===== config.mk =====
export PLATFORM = sky130hd
export DESIGN_NAME = odometer_seq_stacked_flat
export DESIGN_NICKNAME = d
export VERILOG_FILES = /design/src/rtl/odometer_seq_stacked_if.sv /design/src/rtl/odometer_seq_stacked.sv /design/src/flat_wrapper.sv
export SDC_FILE = /design/constraint.sdc
export NUM_CORES = 1
export LEC_CHECK = 0
export CAP_MARGIN = 20
export CORE_UTILIZATION = 35
export DETAILED_ROUTE_END_ITERATION = 12
export PLACE_DENSITY = 0.56
export SLEW_MARGIN = 20
export SYNTH_ARGS = -nofsm -noshare
export SYNTH_HDL_FRONTEND = slang
export SYNTH_SLANG_ARGS = --single-unit

===== constraint.sdc =====
create_clock -name CLK -period 5.3 [get_ports CLK]
set_input_delay 0.53 -clock CLK [delete_from_list [all_inputs] [get_ports CLK]]
set_output_delay 0.53 -clock CLK [all_outputs]
set_load 0.01 [all_outputs]

===== src/rtl/odometer_seq_stacked_if.sv =====
// Control/status bundle between the configuration registers and the odometer sequencer.
// The sequencer connects through the slave modport; its driver uses the master modport.
interface odometer_seq_stacked_if #(
  parameter int CNT_W    = 16,
  parameter int STRESS_W = 24,
  parameter int GATE_W   = 12,
  parameter int AC_DIV_W = 4
);
  logic                CMD_START;
  logic                CMD_ABORT;
  logic                MEAS_ONLY;
  logic                AC_MODE;
  logic [AC_DIV_W-1:0] AC_DIV;
  logic [STRESS_W-1:0] STRESS_CYCLES;
  logic [GATE_W-1:0]   GATE_CYCLES;
  logic                ROSC_OUT;

  logic                SEL_INV99;
  logic                SEL_INV101;
  logic                SEL_INV97;
  logic                START;
  logic                AC_DC;
  logic                AC_STRESS_CLK;
  logic                EN_POWER_ROSC;
  logic                EN_ROSC;
  logic                MEAS_STRESS;
  logic [CNT_W-1:0]    COUNT;
  logic [1:0]          COUNT_ID;
  logic                COUNT_VALID;
  logic                COUNT_SAT;
  logic                BUSY;
  logic                DONE;

  modport master (
    output CMD_START, CMD_ABORT, MEAS_ONLY, AC_MODE, AC_DIV, STRESS_CYCLES,
           GATE_CYCLES, ROSC_OUT,
    input  SEL_INV99, SEL_INV101, SEL_INV97, START, AC_DC, AC_STRESS_CLK,
           EN_POWER_ROSC, EN_ROSC, MEAS_STRESS, COUNT, COUNT_ID, COUNT_VALID,
           COUNT_SAT, BUSY, DONE
  );

  modport slave (
    input  CMD_START, CMD_ABORT, MEAS_ONLY, AC_MODE, AC_DIV, STRESS_CYCLES,
           GATE_CYCLES, ROSC_OUT,
    output SEL_INV99, SEL_INV101, SEL_INV97, START, AC_DC, AC_STRESS_CLK,
           EN_POWER_ROSC, EN_ROSC, MEAS_STRESS, COUNT, COUNT_ID, COUNT_VALID,
           COUNT_SAT, BUSY, DONE
  );
endinterface


===== src/rtl/odometer_seq_stacked.sv =====
// Stress/measure sequencer for the stacked INV99/INV101/INV97 ring-oscillator odometer.
// Stresses all rings, then settles and gate-counts each ring in turn; every output is registered.
module odometer_seq_stacked #(
  parameter int CNT_W         = 16,
  parameter int STRESS_W      = 24,
  parameter int GATE_W        = 12,
  parameter int SETTLE_CYCLES = 8,
  parameter int AC_DIV_W      = 4
) (
  input logic                  CLK,
  input logic                  RST,
  odometer_seq_stacked_if.slave bus
);

  typedef enum logic [2:0] {
    S_IDLE,
    S_STRESS,
    S_SETTLE,
    S_MEAS,
    S_FINISH
  } state_t;

  typedef struct packed {
    logic [2:0] sel;      // bit0 INV99, bit1 INV101, bit2 INV97
    logic       start;
    logic       ac_dc;
    logic       en_pwr;
    logic       en_rosc;
  } ctl_t;

  localparam int SET_W = $clog2(SETTLE_CYCLES) + 1;
  localparam int TMR_A = (STRESS_W > GATE_W) ? STRESS_W : GATE_W;
  localparam int TMR_W = (TMR_A > SET_W) ? TMR_A : SET_W;

  function automatic ctl_t ctl_settle(input logic [1:0] idx);
    ctl_t c;
    c         = '0;
    c.sel     = 3'b001 << idx;
    c.en_pwr  = 1'b1;
    c.en_rosc = 1'b1;
    return c;
  endfunction

  function automatic ctl_t ctl_stress(input logic ac);
    ctl_t c;
    c        = '0;
    c.start  = 1'b1;
    c.ac_dc  = ac;
    c.en_pwr = 1'b1;
    return c;
  endfunction

  state_t              r_state;
  ctl_t                r_ctl;
  logic                r_ac_clk;
  logic [1:0]          r_idx;
  logic [TMR_W-1:0]    r_timer;
  logic [AC_DIV_W-1:0] r_div_cnt;
  logic                r_ac_mode;
  logic [AC_DIV_W-1:0] r_ac_div;
  logic [GATE_W-1:0]   r_gate_m1;
  logic                r_s1, r_s2, r_s3;
  logic [CNT_W-1:0]    r_edge_cnt;
  logic                r_sat;
  logic [CNT_W-1:0]    r_count;
  logic [1:0]          r_count_id;
  logic                r_count_valid;
  logic                r_count_sat;
  logic                r_busy;
  logic                r_done;

  logic                w_edge;
  logic [CNT_W-1:0]    w_cnt_next;
  logic                w_sat_next;
  logic [GATE_W-1:0]   w_gate_m1;
  logic                w_skip_stress;

  assign w_edge        = r_s2 & ~r_s3;
  assign w_gate_m1     = (bus.GATE_CYCLES == '0) ? '0 : bus.GATE_CYCLES - GATE_W'(1);
  assign w_skip_stress = bus.MEAS_ONLY || (bus.STRESS_CYCLES == '0);

  // NOTE: every variable written in always_comb gets a default first, so no path can infer a latch.
  always_comb begin
    w_cnt_next = r_edge_cnt;
    w_sat_next = r_sat;
    if (w_edge) begin
      if (&r_edge_cnt) w_sat_next = 1'b1;
      else             w_cnt_next = r_edge_cnt + CNT_W'(1);
    end
  end

  // NOTE: sequential state uses non-blocking assignments only, so every flop samples pre-edge values.
  always_ff @(posedge CLK) begin
    if (RST) begin
      r_state       <= S_IDLE;
      r_ctl         <= '0;
      r_ac_clk      <= 1'b0;
      r_idx         <= '0;
      r_timer       <= '0;
      r_div_cnt     <= '0;
      r_ac_mode     <= 1'b0;
      r_ac_div      <= '0;
      r_gate_m1     <= '0;
      r_s1          <= 1'b0;
      r_s2          <= 1'b0;
      r_s3          <= 1'b0;
      r_edge_cnt    <= '0;
      r_sat         <= 1'b0;
      r_count       <= '0;
      r_count_id    <= '0;
      r_count_valid <= 1'b0;
      r_count_sat   <= 1'b0;
      r_busy        <= 1'b0;
      r_done        <= 1'b0;
    end else begin
      r_s1          <= bus.ROSC_OUT;
      r_s2          <= r_s1;
      r_s3          <= r_s2;
      r_count_valid <= 1'b0;
      r_done        <= 1'b0;

      if (r_state != S_IDLE && bus.CMD_ABORT) begin
        // Abort drops the rings immediately and leaves the last reported count untouched.
        r_state  <= S_IDLE;
        r_ctl    <= '0;
        r_ac_clk <= 1'b0;
        r_busy   <= 1'b0;
      end else begin
        case (r_state)
          S_IDLE: begin
            if (bus.CMD_START && !bus.CMD_ABORT) begin
              r_ac_mode <= bus.AC_MODE;
              r_ac_div  <= bus.AC_DIV;
              r_gate_m1 <= w_gate_m1;
              r_busy    <= 1'b1;
              r_ac_clk  <= 1'b0;
              r_div_cnt <= '0;
              if (w_skip_stress) begin
                r_state <= S_SETTLE;
                r_idx   <= 2'd0;
                r_timer <= TMR_W'(SETTLE_CYCLES - 1);
                r_ctl   <= ctl_settle(2'd0);
              end else begin
                r_state <= S_STRESS;
                r_timer <= TMR_W'(bus.STRESS_CYCLES) - TMR_W'(1);
                r_ctl   <= ctl_stress(bus.AC_MODE);
              end
            end
          end

          S_STRESS: begin
            if (r_timer == '0) begin
              r_state  <= S_SETTLE;
              r_idx    <= 2'd0;
              r_timer  <= TMR_W'(SETTLE_CYCLES - 1);
              r_ctl    <= ctl_settle(2'd0);
              r_ac_clk <= 1'b0;
            end else begin
              r_timer <= r_timer - TMR_W'(1);
              if (r_ac_mode) begin
                if (r_div_cnt == r_ac_div) begin
                  r_div_cnt <= '0;
                  r_ac_clk  <= ~r_ac_clk;
                end else begin
                  r_div_cnt <= r_div_cnt + AC_DIV_W'(1);
                end
              end
            end
          end

          S_SETTLE: begin
            if (r_timer == '0) begin
              r_state    <= S_MEAS;
              r_timer    <= TMR_W'(r_gate_m1);
              r_edge_cnt <= '0;
              r_sat      <= 1'b0;
            end else begin
              r_timer <= r_timer - TMR_W'(1);
            end
          end

          S_MEAS: begin
            r_edge_cnt <= w_cnt_next;
            r_sat      <= w_sat_next;
            if (r_timer == '0) begin
              r_count_valid <= 1'b1;
              r_count       <= w_cnt_next;
              r_count_sat   <= w_sat_next;
              r_count_id    <= r_idx;
              if (r_idx == 2'd2) begin
                r_state <= S_FINISH;
                r_ctl   <= '0;
                r_done  <= 1'b1;
              end else begin
                r_state <= S_SETTLE;
                r_idx   <= r_idx + 2'd1;
                r_timer <= TMR_W'(SETTLE_CYCLES - 1);
                r_ctl   <= ctl_settle(r_idx + 2'd1);
              end
            end else begin
              r_timer <= r_timer - TMR_W'(1);
            end
          end

          S_FINISH: begin
            r_state <= S_IDLE;
            r_busy  <= 1'b0;
          end

          default: begin
            r_state <= S_IDLE;
            r_ctl   <= '0;
            r_busy  <= 1'b0;
          end
        endcase
      end
    end
  end

  assign bus.SEL_INV99     = r_ctl.sel[0];
  assign bus.SEL_INV101    = r_ctl.sel[1];
  assign bus.SEL_INV97     = r_ctl.sel[2];
  assign bus.START         = r_ctl.start;
  assign bus.AC_DC         = r_ctl.ac_dc;
  assign bus.AC_STRESS_CLK = r_ac_clk;
  assign bus.EN_POWER_ROSC = r_ctl.en_pwr;
  assign bus.EN_ROSC       = r_ctl.en_rosc;
  assign bus.MEAS_STRESS   = 1'b0;
  assign bus.COUNT         = r_count;
  assign bus.COUNT_ID      = r_count_id;
  assign bus.COUNT_VALID   = r_count_valid;
  assign bus.COUNT_SAT     = r_count_sat;
  assign bus.BUSY          = r_busy;
  assign bus.DONE          = r_done;

endmodule


===== src/flat_wrapper.sv =====
// flat-port wrapper written by rule: the top's interface ports become plain ports
module odometer_seq_stacked_flat 
#(
  parameter int CNT_W         = 16,
  parameter int STRESS_W      = 24,
  parameter int GATE_W        = 12,
  parameter int SETTLE_CYCLES = 8,
  parameter int AC_DIV_W      = 4
)
  (CLK, RST, bus_CMD_START, bus_CMD_ABORT, bus_MEAS_ONLY, bus_AC_MODE, bus_AC_DIV, bus_STRESS_CYCLES, bus_GATE_CYCLES, bus_ROSC_OUT, bus_SEL_INV99, bus_SEL_INV101, bus_SEL_INV97, bus_START, bus_AC_DC, bus_AC_STRESS_CLK, bus_EN_POWER_ROSC, bus_EN_ROSC, bus_MEAS_STRESS, bus_COUNT, bus_COUNT_ID, bus_COUNT_VALID, bus_COUNT_SAT, bus_BUSY, bus_DONE);
  odometer_seq_stacked_if #(.CNT_W(CNT_W), .STRESS_W(STRESS_W), .GATE_W(GATE_W), .AC_DIV_W(AC_DIV_W)) bus_i ();
  input logic CLK;
  input logic RST;
  input wire logic [$bits(bus_i.CMD_START)-1:0] bus_CMD_START;
  input wire logic [$bits(bus_i.CMD_ABORT)-1:0] bus_CMD_ABORT;
  input wire logic [$bits(bus_i.MEAS_ONLY)-1:0] bus_MEAS_ONLY;
  input wire logic [$bits(bus_i.AC_MODE)-1:0] bus_AC_MODE;
  input wire logic [$bits(bus_i.AC_DIV)-1:0] bus_AC_DIV;
  input wire logic [$bits(bus_i.STRESS_CYCLES)-1:0] bus_STRESS_CYCLES;
  input wire logic [$bits(bus_i.GATE_CYCLES)-1:0] bus_GATE_CYCLES;
  input wire logic [$bits(bus_i.ROSC_OUT)-1:0] bus_ROSC_OUT;
  output wire logic [$bits(bus_i.SEL_INV99)-1:0] bus_SEL_INV99;
  output wire logic [$bits(bus_i.SEL_INV101)-1:0] bus_SEL_INV101;
  output wire logic [$bits(bus_i.SEL_INV97)-1:0] bus_SEL_INV97;
  output wire logic [$bits(bus_i.START)-1:0] bus_START;
  output wire logic [$bits(bus_i.AC_DC)-1:0] bus_AC_DC;
  output wire logic [$bits(bus_i.AC_STRESS_CLK)-1:0] bus_AC_STRESS_CLK;
  output wire logic [$bits(bus_i.EN_POWER_ROSC)-1:0] bus_EN_POWER_ROSC;
  output wire logic [$bits(bus_i.EN_ROSC)-1:0] bus_EN_ROSC;
  output wire logic [$bits(bus_i.MEAS_STRESS)-1:0] bus_MEAS_STRESS;
  output wire logic [$bits(bus_i.COUNT)-1:0] bus_COUNT;
  output wire logic [$bits(bus_i.COUNT_ID)-1:0] bus_COUNT_ID;
  output wire logic [$bits(bus_i.COUNT_VALID)-1:0] bus_COUNT_VALID;
  output wire logic [$bits(bus_i.COUNT_SAT)-1:0] bus_COUNT_SAT;
  output wire logic [$bits(bus_i.BUSY)-1:0] bus_BUSY;
  output wire logic [$bits(bus_i.DONE)-1:0] bus_DONE;
  assign bus_i.CMD_START = bus_CMD_START;
  assign bus_i.CMD_ABORT = bus_CMD_ABORT;
  assign bus_i.MEAS_ONLY = bus_MEAS_ONLY;
  assign bus_i.AC_MODE = bus_AC_MODE;
  assign bus_i.AC_DIV = bus_AC_DIV;
  assign bus_i.STRESS_CYCLES = bus_STRESS_CYCLES;
  assign bus_i.GATE_CYCLES = bus_GATE_CYCLES;
  assign bus_i.ROSC_OUT = bus_ROSC_OUT;
  assign bus_SEL_INV99 = bus_i.SEL_INV99;
  assign bus_SEL_INV101 = bus_i.SEL_INV101;
  assign bus_SEL_INV97 = bus_i.SEL_INV97;
  assign bus_START = bus_i.START;
  assign bus_AC_DC = bus_i.AC_DC;
  assign bus_AC_STRESS_CLK = bus_i.AC_STRESS_CLK;
  assign bus_EN_POWER_ROSC = bus_i.EN_POWER_ROSC;
  assign bus_EN_ROSC = bus_i.EN_ROSC;
  assign bus_MEAS_STRESS = bus_i.MEAS_STRESS;
  assign bus_COUNT = bus_i.COUNT;
  assign bus_COUNT_ID = bus_i.COUNT_ID;
  assign bus_COUNT_VALID = bus_i.COUNT_VALID;
  assign bus_COUNT_SAT = bus_i.COUNT_SAT;
  assign bus_BUSY = bus_i.BUSY;
  assign bus_DONE = bus_i.DONE;
  odometer_seq_stacked #(.CNT_W(CNT_W), .STRESS_W(STRESS_W), .GATE_W(GATE_W), .SETTLE_CYCLES(SETTLE_CYCLES), .AC_DIV_W(AC_DIV_W)) u_core (.CLK(CLK), .RST(RST), .bus(bus_i));
endmodule

Word-level counts from Yosys, hierarchy flattened
Cells that the tools add are included.
{ "classes": {"n_addsub": 6, "eq_ne": 17, "shift": 1, "mux": 49, "bitwise_logic": 8, "n_reduce_logical": 29} }
{ "ops": {"columns": ["op", "count"], "rows": [
  ["$mux 24", 6],
  ["$pmux 24 s4", 1],
  ["$logic_not 24->1", 2],
  ["$mux 16", 3],
  ["$sub 24x1->24 const B", 2],
  ["$pmux 16 s2", 1],
  ["$mux 7", 4],
  ["$pmux 7 s4", 1],
  ["$add 16x1->16 const B", 1],
  ["$mux 4", 4],
  ["$reduce_and 16->1", 1],
  ["$reduce_and 4->1", 4],
  ["$mux 3", 5],
  ["$logic_not 12->1", 1],
  ["$mux 12", 1],
  ["$mux 2", 6],
  ["$ne 2x1->1 const B", 6],
  ["$pmux 3 s4", 1],
  ["$sub 12x1->12 const B", 1],
  ["$mux 1", 10],
  ["$reduce_and 3->1", 3],
  ["$pmux 4 s2", 1],
  ["$not 1->1", 7],
  ["$reduce_and 7->1", 1],
  ["other kinds (27)", 37]
]} }
{ "totals": {"regBits": 100, "in_bits": 47, "output_inout_bits": 31, "word_cells": 134} }

Longest topological paths before layout
Gate-level depths: netlist (run 1).
{ "logic_depth": {"depth_word": 5, "depth_mapped": 10, "mapped_depth_nobuf": 8} }

Worst setup path before layout (run 1)
OpenSTA, ideal clock, no wires.
{ "synth_path": {"path_type": "input to register", "from": "in bus_STRESS_CYCLES[15]", "to": "reg u_core.r_idx[0]", "setup_time_ns": 0.070, "arrival_time_ns": 2.484, "required_time_ns": 5.230, "slack_ns": 2.745, "path_stages": 7, "n_path_buf": 1, "path_cell_list": "or4_1 clkbuf_1 nand4b_1 o21ba_2 a221o_1 or3_1 a21oi_1"} }
{ "synth_via": {"elab_chain_cells": 4} }
{ "synth_lines": {"columns": ["item", "line_no", "source"], "rows": [
  ["start: declaration", "flat_wrapper.sv:19", "input wire logic [$bits(bus_i.STRESS_CYCLES)-1:0] bus_STRESS_CYCLES;"],
  ["$logic_not 24->1", "odometer_seq_stacked.sv:80", "assign w_skip_stress = bus.MEAS_ONLY || (bus.STRESS_CYCLES == '0);"],
  ["$logic_or 1x1->1", "odometer_seq_stacked.sv:80", null],
  ["$ne 2x1->1 (no line)", null, null],
  ["$reduce_and 7->1 (no line)", null, null],
  ["end signal: assignment", "odometer_seq_stacked.sv:196", "r_idx <= r_idx + 2'd1;"],
  ["end: declaration", "odometer_seq_stacked.sv:56", "logic [1:0] r_idx;"]
]} }
Every way passes these cells.
A chain may end at the register's enable or synchronous reset.

Worst setup path after layout (run 1)
{ "layout_path": {"from": "reg u_core.r_timer[4]", "to": "reg u_core.r_count[2], in the netlist u_core.bus.COUNT[2]"} }
{ "layout_via": {"elab_chain_cells": 2} }
{ "layout_lines": {"columns": ["item", "line_no", "source"], "rows": [
  ["start: declaration", "odometer_seq_stacked.sv:57", "logic [TMR_W-1:0] r_timer;"],
  ["start signal: assignment", "odometer_seq_stacked.sv:141", "r_timer <= TMR_W'(SETTLE_CYCLES - 1);"],
  ["start signal: assignment", "odometer_seq_stacked.sv:145", "r_timer <= TMR_W'(bus.STRESS_CYCLES) - TMR_W'(1);"],
  ["start signal: assignment", "odometer_seq_stacked.sv:155", "r_timer <= TMR_W'(SETTLE_CYCLES - 1);"],
  ["$logic_not 24->1", "odometer_seq_stacked.sv:185", "if (r_timer == '0) begin"],
  ["$reduce_and 3->1 (no line)", null, null],
  ["end signal: assignment", "odometer_seq_stacked.sv:187", "r_count <= w_cnt_next;"],
  ["end: declaration", "odometer_seq_stacked.sv:65", "logic [CNT_W-1:0] r_count;"]
]} }
Every way passes these cells.

==> impl_metrics.toml, run 1 <==
[status]
status = "complete, but fails checks"
violations = "DRC"

[sta]
clock_skew_ns = 0.008238
slew_headroom = 0.3468
finalSetupTns_ns = 0
rsz0062_at_grt = "false"
setup_viol = 0
hold_viol = 0
max_freq_mhz = 313.5
tightest_slew_ns = 0.9671
fin_crit_sh = 0.6019
finalMaxSlewViolations = 0
fin_crit_ns = 3.190

[placement]
dpl.cell_count = 1028
dpl.hpwl_um = 12310
port_buffers = 76
gp_congestion = 0.8888

[critical_path]
path_max_fanout = 22
cp.arrival_ns = 3.47
cp-start-kind = "flop"
worst-setup-path-type = "reg -> reg"
max_stage_delay_ns = 0.76
end_kind = "flop"
cp_top_family = "simple AND/OR/NAND/NOR gates"
path_cells = "or4_1 > or4_4 > nor2_4 > nand2_2 > or3_1 > a21oi_1"
cp_slowest_cell = "or4_1"
path_buf_inv = 0
critical_path_required_ns = 5.58

[final_layout]
multiInputGateArea_um2 = 3655
layout.nets = 876
instances_no_fill = 1044
area.growth.synth_to_final_pct = 20.03
final_cell_mix = "dfxtp_1, nor2_1, nand2_1, clkdlybuf4s50_1, a21oi_1"
final_common_cell = "dfxtp_1"
seq_area_um2 = 2002
diodes = 0
drive_gt1_frac = 0.05340
nFillCells = 1620

[die]
die_area_um2 = 17390
placement_rows = 47
start_util = 0.3572
ios = 78
die-width_um = 131.9
core-area_um2 = 16520
die_h_um = 131.9

[yosys]
netlist_area_um2 = 5902
synth.avg_cell_area_um2 = 7.645
synth_cell_types = 66
synth_edf_count = 0
synth_seq_cells = 100
yosysWarnings = 0
synthArstFlopShare = 0
synth_seq_area_share = 0.3392
ys.flop_type = "dfxtp_1"
synth_fp_nets = 829
syn-instance-count = 772

[global_routing]
met3_usage = 0.03383
grt_use_met2 = 0.2989
grt_pass1_vias = 5395
grt_max_degree = 58
grt-ovfl-total = 0
use_met1 = 0.2925
busiest_layer = "met2"
grt_pass1_wl_um = 28300
grtUsageTotal = 0.2006
antenna_found_initial = 0

[power_and_ir_drop]
ir_drop_uv = 163.2
power.leakage_nw = 2.340
powerDensity_nw_per_um2 = 260.5

[clocking]
cts_hold_buf = 0
cts_root_buf = "clkbuf_16"
cts_tree = "done"
path_clk_slew_ns = 0.07
worst_skew_pair.late_latency_ns = 0.35
clock-sinks = 100
numCtsBuffers = 9
postCtsResizedCells = 0
h-tree-depth = 3
cts_setup_buffers = 0
clockBufferDepth = 2

[detailed_routing]
finalWirelength_um = 17090
vias = 5865
antenna_left = 0
wire_per_inst_um = 16.37
drc = 2
drtIter0Drc = 477
viasPerCell = 5.618
first_pass_iters = 9

[job]
max_cap_violations = 0

[worst_hold_path]
worstHoldPathType = "reg -> reg"
-- flip-flops by register name, summed over array words and instances (netlist names), 2 cells and up --
| signal | count |
|---|---|
| u_core.r_timer | 24 |
| u_core.bus.COUNT | 16 |
| u_core.r_edge_cnt | 16 |
| u_core.r_gate_m1 | 12 |
| u_core.r_ac_div | 4 |
| u_core.r_div_cnt | 4 |
| u_core.r_state | 3 |
| u_core.bus.COUNT_ID | 2 |
| u_core.r_idx | 2 |
-- path summary, 6_finish.rpt --
path,start,endpoint,slack [ns],cells past startpoint
setup / recovery,u_core.r_timer[4],u_core.bus.COUNT[2],2.11,6
hold / removal,u_core.r_s1,u_core.r_s2,0.44,1
setup reg to reg,u_core.r_timer[4],u_core.bus.COUNT[2],2.11,6
hold reg to reg,u_core.r_s1,u_core.r_s2,0.44,1
-- synth_stat cells, types with 5 or more instances --
cell | n | area (um^2)
a31oi_1 | 13 | 81.33
ha_1 | 10 | 125.1
nor3_1 | 36 | 180.2
or3_1 | 8 | 50.05
clkbuf_1 | 34 | 127.6
nor2_1 | 91 | 341.6
a211oi_1 | 14 | 105.1
nand4_1 | 12 | 75.07
a311oi_1 | 9 | 78.83
and2_1 | 5 | 31.28
and3_1 | 6 | 37.54
buf_2 | 6 | 30.03
or4_1 | 14 | 105.1
nor2b_1 | 12 | 75.07
nand3b_1 | 8 | 60.06
nand3_1 | 27 | 135.1
xor2_1 | 32 | 280.3
dfxtp_1 | 100 | 2002
a21oi_1 | 60 | 300.3
nand2_1 | 81 | 304.0
xnor2_1 | 13 | 113.9
nor3b_1 | 6 | 45.04
mux2i_1 | 9 | 90.09
nor4_1 | 13 | 81.33
inv_1 | 16 | 60.06
nand2b_1 | 10 | 62.56
a22oi_1 | 14 | 105.1
o21ai_0 | 39 | 195.2
o31ai_1 | 8 | 60.06
-- area by class of cell --
type | instances | area share
inverter | 16 | 0.008478
clock inverter | 2 | 0.002473
timing repair buffer | 82 | 0.1130
multi-input combinational | 610 | 0.5159
sequential | 100 | 0.2826
tap | 220 | 0.03886
clock buffer | 14 | 0.03868
-- per-stage QoR --
step / setup slack [ns] / power (mW) / area [um^2] / hold WS [ns] / util
floorplan: 2.745 / 1.079 / 5902 / 0.4138 / -
global placement: 1.956 / 1.200 / 6788 / 0.4237 / 0.4108
detailed placement: 1.867 / 1.204 / 6788 / 0.4308 / 0.4108
CTS: 1.948 / 1.852 / 7079 / 0.4468 / 0.4284
global route: 1.932 / 1.936 / 7084 / 0.4638 / 0.4287
finish: 2.110 / 1.846 / 7084 / 0.4401 / 0.4287
-- layer usage --
| metal | vias to the layer above | share of wire |
|---|---|---|
| met5 | - | 0 |
| met1 | 2725 | 0.49 |
| met3 | 25 | 0.055 |
| met4 | 0 | 0.015 |
| li1 | 2903 | - |
| met2 | 212 | 0.44 |
-- report_power, final --
part	internal [mW]	switching (mW)	total [mW]
registers	0.777	0.0294	0.807
logic	0.148	0.242	0.390
clock network	0.359	0.290	0.649
-- logic make-up (layout without fill, tap and decap cells) --
| kind of cell | Yosys count | after routing | synth area share |
|---|---|---|---|
| and+or+nand+nor | 349 | 349 | 0.3006 |
| AOI/OAI and AO/OA | 196 | 196 | 0.2135 |
| DFF | 100 | 100 | 0.3392 |
| buffers and inverters | 62 | 114 | 0.04282 |
| xor gates and xnor gates | 45 | 45 | 0.06678 |
| adders and majority gates | 10 | 10 | 0.02120 |
| muxes | 9 | 9 | 0.01526 |
| other | 1 | 1 | 0.0006354 |
Power figures use the tool's default switching activity.
==> inputs of run 2 (changes only) <==
Settings changed: PLACE_DENSITY 0.56 to 0.58.
Clock period 5.3 ns to 2.7 ns, I/O delays scaled along.
==> run 2 against run 1 <==
The run now ends clean. Critical path depth grew 3. Sequential power grew 93%. Final area grew 6.1%. Clock power is 110% higher. Non-clock buffer count up 54. Wire length decreased by 3.0%. Critical path type unchanged.
==> impl_metrics.toml, run 2 (synthesized netlist as in run 1, its figures left out) <==
[detailed_routing]
finalWirelength_um = 16570
vias = 5822
wire_per_inst_um = 15.10
drc = 0
viasPerCell = 5.307
drtIter0Drc = 404
antenna_left = 0
first_pass_iters = 4

[clocking]
cts_tree = "done"
cts_setup_buffers = 0
cts_root_buf = "clkbuf_16"
path_clk_slew_ns = 0.07
clock-sinks = 100
cts_hold_buf = 0
numCtsBuffers = 9
worst_skew_pair.late_latency_ns = 0.36
postCtsResizedCells = 0
h-tree-depth = 3
clockBufferDepth = 2

[final_layout]
area.growth.synth_to_final_pct = 27.39
drive_gt1_frac = 0.1117
diodes = 0
fin_area_um2 = 7518
regMostFlops = "u_core.r_timer"
final_cell_mix = "dfxtp_1, nor2_1, nand2_1, clkdlybuf4s50_1, a21oi_1"
instances_no_fill = 1097
nFillCells = 1650
final_common_cell = "dfxtp_1"
utilization = 0.4550
layout.nets = 930
largest_register_ffs = 24

[sta]
fin_crit_ns = 2.568
max_freq_mhz = 389.4
finalSetupTns_ns = 0
fin_crit_sh = 0.9511
clock_skew_ns = 0.009796
finalMaxSlewViolations = 0
tightest_slew_ns = 0.7316
slew_headroom = 0.5104
setup_ws_ns = 0.1320
rsz0062_at_grt = "false"
hold_viol = 0
setup_viol = 0

[critical_path]
r2r.worst_path.cells = 9
cp-start-kind = "flop"
ff2ff_setup_slack_ns = 0.13
end_kind = "flop"
worstReg2RegStart = "u_core.r_timer[0]"
path_max_fanout = 17
reg2reg_to = "u_core.r_timer[13]"
cp.arrival_ns = 2.80
worst-setup-path-type = "reg -> reg"
critical_path_required_ns = 2.93

[power_and_ir_drop]
ir_drop_uv = 345.6
powerDensity_nw_per_um2 = 505.7
power.leakage_nw = 2.619

[worst_hold_path]
min_to = "u_core.r_timer[16]"
min_from = "RST"
worstHoldPathType = "in -> reg"
min_path_cells = 2

[job]
max_cap_violations = 0

[die]
ios = 78
die_h_um = 131.9
start_util = 0.3572
placement_rows = 47
die-width_um = 131.9
core-area_um2 = 16520
die_area_um2 = 17390

[placement]
placed_cell_area_um2 = 7218
gp_congestion = 0.8380
dpl.hpwl_um = 12210
port_buffers = 76
dpl.cell_count = 1082
dp_slack_ns = -0.1175

[global_routing]
grt_max_degree = 45
grt_pass1_wl_um = 27620
grt_pass1_vias = 5319
grt-ovfl-total = 0
grtUsageTotal = 0.1949
antenna_found_initial = 0

[status]
status = "completed"
run 2: power breakdown:
group | internal [mW] | switching, mW
clock network | 0.768 | 0.589
logic | 0.376 | 0.505
registers | 1.53 | 0.0392
run 2: routing by layer:
metal / vias up / track usage / part of all wire / wire length (um)
li1: 3013 / - / - / -
met1: 2665 / 0.2914 / 0.54 / 8890
met2: 128 / 0.2851 / 0.41 / 6815
met3: 16 / 0.02845 / 0.038 / 637
met4: 0 / 0.05943 / 0.014 / 225
met5: - / 0 / 0 / 0
run 2: worst max-delay path by stage:
| stage | start | endpoint | slack, ns | cells past startpoint |
|---|---|---|---|---|
| floorplan | u_core.r_timer[4] | u_core.r_timer[8] | 0.29 | 8 |
| CTS | u_core.r_timer[0] | u_core.r_timer[13] | 0.15 | 9 |
| detailed placement | bus_STRESS_CYCLES[19] | u_core.r_idx[0] | -0.12 | 7 |
| global placement | bus_STRESS_CYCLES[19] | u_core.r_idx[0] | -0.10 | 7 |
| global route | u_core.r_timer[0] | u_core.r_timer[13] | 0.008 | 9 |
| finish | u_core.r_timer[0] | u_core.r_timer[13] | 0.13 | 9 |
run 2: through the flow:
| stage | total power [mW] | hold WS [ns] |
|---|---|---|
| after floorplan | 2.118 | 0.3982 |
| after global placement | 2.465 | 0.4222 |
| after detailed placement | 2.467 | 0.4269 |
| after CTS | 3.822 | 0.2679 |
| after global routing | 3.978 | 0.2784 |
| final | 3.802 | 0.2744 |
run 2: cell type report:
class	count	area, um^2	area share
Multi-Input combinational cell	610	3650	0.4854
Sequential cell	100	2002	0.2663
Timing Repair Buffer	136	1231	0.1638
Tap cell	220	275.3	0.03661
Clock buffer	12	256.5	0.03412
Inverter	16	60.06	0.007988
Clock inverter	3	43.79	0.005825
run 2: critical path, cell delays in order (launching register included):
cell and delay [ns]:
dfxtp_1 0.31, inv_1 0.07, ha_1 0.15, or3b_2 0.51, or4_4 0.59, nor2_4 0.17
buf_12 0.18, nor2_1 0.14, a32oi_1 0.23, o22ai_1 0.10
